==> src/rtl/wb_trace_fifo.sv <==
// Write-back trace FIFO: captures retired register writes with a sequence tag
// and presents them on a valid/ready drain port. It also counts drops and reports occupancy.
module wb_trace_fifo #(
  parameter int unsigned DEPTH  = 16,
  parameter int unsigned SEQ_W  = 16,
  parameter int unsigned DROP_W = 16
) (
  input  logic                       clk,
  input  logic                       reset,
  input  logic                       wb_en,
  input  logic [4:0]                 wb_rd,
  input  logic [63:0]                wb_data,
  input  logic [63:0]                wb_pc,
  input  logic                       flush,
  output logic                       out_valid,
  input  logic                       out_ready,
  output logic [SEQ_W-1:0]           out_seq,
  output logic [63:0]                out_pc,
  output logic [4:0]                 out_rd,
  output logic [63:0]                out_data,
  output logic [$clog2(DEPTH):0]     count,
  output logic [DROP_W-1:0]          drop_cnt,
  output logic                       full
);

  localparam int unsigned AW = $clog2(DEPTH);
  localparam logic [AW:0] FULL_CNT = (AW+1)'(DEPTH);

  // Handshake: an entry transfers on every rising edge where out_valid and
  // out_ready are both high; out_valid never depends on out_ready, and the
  // head entry holds stable while out_valid=1 until it is popped, flushed or reset.

  logic [SEQ_W-1:0] memSeq  [DEPTH];
  logic [63:0]      memPc   [DEPTH];
  logic [4:0]       memRd   [DEPTH];
  logic [63:0]      memData [DEPTH];

  logic [AW-1:0]     headPtr, tailPtr;
  logic [AW:0]       occ;
  logic [SEQ_W-1:0]  seqCnt;
  logic [DROP_W-1:0] dropCnt;

  logic qualify, isFull, hasData, popEn, pushEn, dropEn;

  always_comb begin
    qualify = wb_en && (wb_rd != 5'd0);
    isFull  = (occ == FULL_CNT);
    hasData = (occ != '0);
    popEn   = hasData && out_ready;
    // A pop in the same cycle frees the slot the incoming event needs.
    pushEn  = qualify && (!isFull || popEn);
    dropEn  = qualify && isFull && !popEn;
  end

  always_ff @(posedge clk) begin
    if (reset) begin
      headPtr <= '0;
      tailPtr <= '0;
      occ     <= '0;
      seqCnt  <= '0;
      dropCnt <= '0;
    end else if (flush) begin
      headPtr <= '0;
      tailPtr <= '0;
      occ     <= '0;
      if (qualify) seqCnt <= seqCnt + SEQ_W'(1);
    end else begin
      if (qualify) seqCnt <= seqCnt + SEQ_W'(1);
      if (pushEn)  tailPtr <= tailPtr + AW'(1);
      if (popEn)   headPtr <= headPtr + AW'(1);
      case ({pushEn, popEn})
        2'b10:   occ <= occ + (AW+1)'(1);
        2'b01:   occ <= occ - (AW+1)'(1);
        default: occ <= occ;
      endcase
      if (dropEn && (dropCnt != '1)) dropCnt <= dropCnt + DROP_W'(1);
    end
  end

  // Storage is not reset; entries are only visible once the pointers cover them.
  always_ff @(posedge clk) begin
    if (pushEn && !flush && !reset) begin
      memSeq[tailPtr]  <= seqCnt;
      memPc[tailPtr]   <= wb_pc;
      memRd[tailPtr]   <= wb_rd;
      memData[tailPtr] <= wb_data;
    end
  end

  always_comb begin
    out_valid = hasData;
    count     = occ;
    full      = isFull;
    drop_cnt  = dropCnt;
    out_seq   = '0;
    out_pc    = '0;
    out_rd    = '0;
    out_data  = '0;
    if (hasData) begin
      out_seq  = memSeq[headPtr];
      out_pc   = memPc[headPtr];
      out_rd   = memRd[headPtr];
      out_data = memData[headPtr];
    end
  end

endmodule

==> config.mk <==
export PLATFORM = sky130hd
export DESIGN_NAME = wb_trace_fifo
export DESIGN_NICKNAME = d
export VERILOG_FILES = /design/src/rtl/wb_trace_fifo.sv
export SDC_FILE = /design/constraint.sdc
export NUM_CORES = 2
export LEC_CHECK = 0
export ABC_AREA = 1
export CAP_MARGIN = 20
export CORE_MARGIN = 3
export CORE_UTILIZATION = 23
export DETAILED_ROUTE_END_ITERATION = 8
export HOLD_SLACK_MARGIN = 0.06
export PLACE_DENSITY = 0.44
export SLEW_MARGIN = 20
export SYNTH_ARGS = -nofsm -noshare
export SYNTH_HDL_FRONTEND = slang
export SYNTH_SLANG_ARGS = --single-unit
==> constraint.sdc <==
create_clock -name clk -period 10.8 [get_ports clk]
set_input_delay 2.16 -clock clk [delete_from_list [all_inputs] [get_ports clk]]
set_output_delay 2.16 -clock clk [all_outputs]
set_load 0.1 [all_outputs]
==> impl_metrics.csv <==
group,metric,value,unit
routing,route.detailed.drc,0,
routing,vias,59900,
status,run_status,"complete, no violations",
worst_setup_path,worstPathRequired,8.64,ns
grt,gr-usage-met2,22.8,%
routing,ant_nets,0,
worst_setup_path,slowest_stage,"clkdlybuf4s50_1",
cts,h-tree-depth,5,
worst_setup_path,regToRegEndpoint,"memPc[2][28]",
grt,grt_antenna_before_repair,60,
worst_setup_path,slowest_delay,1.24,ns
logic_synthesis,ys_seq_elements,2433,
floorplan,dieArea,425000,um^2
worst_setup_path,regToRegSetupSlack,6.93,ns
cts,cts_sinks,2433,
worst_setup_path,crit_fanout,172,
timing,drv_slew,0,
logic_synthesis,avgSynthCellArea,13.2,um^2
layout,regArea,72600,um^2
logic_synthesis,ys.warnings.count,0,
timing,layout_min_cycle_time,7.81,ns
floorplan,rows,236,
floorplan,initial_core_util,23.1,%
grt,busiest_layer,"met2",
floorplan,die_h,652,um
timing,tns,0,ns
layout,nets,7603,
layout,num-fill-cells,42000,
worst_hold_path,min_from,"headPtr[2]",
pwr,ir_drop,0.102,mV
job,maxCapViolations,0,
cts,cts_buffers,283,
grt,use_met3,2.18,%
timing,rsz0062_at_grt,"false",
worst_setup_path,r2r_start,"count[0]",
timing,fin_skew,0.0453,ns
layout,syn2layout_area_growth,18.4,%
layout,layout_commonest_cell,"edfxtp_1",
worst_setup_path,worst_r2r_path_depth,10,
layout,drive_gt1_share,6.46,%
pwr,total_power,21.0,mW
worst_setup_path,endpoint_kind,"output port",
timing,fmax,0.128,GHz
routing,wl_per_cell,22.8,um
cts,cts_max_path_buffers,4,
grt,grt_pass1_vias,59400,
grt,grt_start_max_net_pins,228,
layout,multi_input_area,20800,um^2
logic_synthesis,netlist_instances,7278,
routing,drt_first_pass_iters,7,
worst_setup_path,crit_type,"flop to output port",
worst_setup_path,crit_chain,"buf_12 -> buf_4 -> o21ai_0 -> o211ai_1 -> nand3_1 -> a21oi_1 -> clkdlybuf4s50_1",
timing,slew_headroom,23.2,%
cts,insertion_delay,0.89,ns
timing,hold_viol,0,
logic_synthesis,ys_seq_area_share,75.7,%
pwr,p_per_area,185,nW/um^2
routing,drt_iter0_markers,5157,
grt,grtUsageMet1,18.5,%
logic_synthesis,syn_nets,7427,
grt,grt_pass1_wl,431000,um
worst_hold_path,whs_path_depth,2,
timing,setup_viol,0,
floorplan,dieWidth,652,um
logic_synthesis,yosysUniqueCellTypes,30,
logic_synthesis,syn_area,95900,um^2
cts,ctsRootBufferMaster,"clkbuf_16",
cts,hold_buffers,0,
routing,via_per_inst,4.54,
floorplan,io_pins,310,
cts,cts_resized,0,
grt,grt_overflow,0,
grt,grt_usage,13.7,%
layout,final_cell_mix,"edfxtp_1 (2,384), nor2_1 (1,808), o21ai_0 (1,139)",
routing,totalWireLength,300000,um
floorplan,core,414000,um^2
worst_setup_path,cp-start-kind,"flop",
cts,cts_tree,"yes",
placed_design,dpl.hpwl,146000,um
timing,tightest_slew,1.15,ns
worst_setup_path,cp.arrival,5.65,ns
pwr,leakagePower,34.6,nW
cts,clk_pin_slew,0.06,ns
worst_hold_path,hp-class,"flop to flop",
placed_design,portBuffers,309,
timing,finalCritPeriodShare,72.3,%
placed_design,place.gp.congestion,0.719,
cts,postCtsSetupBuffers,0,
==> metrics by stage <==
stage	cell area, um^2	hold slack, ns	util, %	worst slack, ns	std cells
finish	113000	0.483	27.4	2.99	13200
global route	113000	0.514	27.4	2.64	13200
CTS	113000	0.482	27.4	2.75	13200
detailed placement	105000	0.469	25.3	3.61	12600
global placement	105000	0.467	25.3	3.54	12600
floorplan	95900	0.447	-	0.992	7278
==> Yosys cell counts <==
| cell type | count | area share, % |
|---|---|---|
| buf_6 | 21 | 0.25 |
| fa_1 | 1 | 0.021 |
| xor2_1 | 15 | 0.14 |
| clkbuf_1 | 312 | 1.2 |
| a21oi_1 | 186 | 0.97 |
| nor4_1 | 1 | 0.0065 |
| nor2b_1 | 1 | 0.0065 |
| o21a_1 | 2 | 0.016 |
| buf_2 | 85 | 0.44 |
| buf_1 | 50 | 0.20 |
| clkinv_1 | 3 | 0.012 |
| o21ai_0 | 1139 | 5.9 |
| dfxtp_1 | 49 | 1.0 |
| o211ai_1 | 576 | 4.5 |
| o221ai_1 | 20 | 0.18 |
| nand2_1 | 85 | 0.33 |
| nor2_1 | 1824 | 7.1 |
| edfxtp_1 | 2384 | 75 |
| nand3_1 | 190 | 0.99 |
| nor3b_1 | 2 | 0.016 |
| nand4_1 | 5 | 0.033 |
| nor3_2 | 1 | 0.010 |
| inv_1 | 48 | 0.19 |
| xnor2_1 | 3 | 0.027 |
| buf_4 | 50 | 0.39 |
| o21ai_1 | 201 | 1.0 |
| clkbuf_2 | 1 | 0.0052 |
| clkinv_2 | 1 | 0.0052 |
| ha_1 | 10 | 0.13 |
| nor3_1 | 12 | 0.063 |
==> how the worst max path moves through the flow <==
stage,start,end,slack [ns],cells after the start
floorplan,wb_rd[3],memData[0][0],0.99,8
global placement,wb_rd[0],memData[4][58],3.54,11
detailed placement,wb_rd[0],memPc[2][26],3.61,12
CTS,flop,out_pc[13],2.75,7
global route,flop,out_pc[41],2.64,7
finish,flop,out_pc[13],2.99,7
==> layout make-up <==
type	instances	share of cell area, %
well taps	5474	6.04
clock buffers	376	6.74
clock inverters	133	0.873
inverters	52	0.213
diodes	25	0.0551
repair buffers	410	3.76
flip-flops and latches	2433	64.0
multi-input cells	4274	18.4
==> report_power, final <==
group / switching [mW] / internal (mW)
Clock: 3.83 / 5.19
Combinational: 1.24 / 0.302
Sequential: 0.0142 / 10.4
Total: 5.09 / 15.9
==> state kept, by name (all words and copies together), names as in the netlist, 5 cells and up, named ones only <==
register,flops
drop_cnt,16
count,5
memRd,80
seqCnt,16
memData,1024
memSeq,256
memPc,1024
==> routing by layer <==
metal,share of wire [%],wire (um)
met5,0.026,77
met4,2.2,6730
met2,48,143000
met3,4.9,14800
met1,45,136000
==> critical path, delay by kind of cell (launching register included) <==
family                 cells  cell delay (ns)
AOI/OAI and AO/OA          3             0.94
DFF                        1             0.68
and+or+nand+nor            1             0.10
buffers and inverters      3             2.71
==> logic make-up (layout without fill, tap and decap cells) <==
kind of cell	Yosys count	count (layout)	synth area share, %
other cells	0	25	0
compound gates	2124	2124	12.7
fa+ha+maj	11	11	0.151
buf+inv	571	971	2.71
simple gates	2121	2121	8.60
flops	2433	2433	75.7
xor+xnor	18	18	0.164
(Power assumes the default switching activity.)
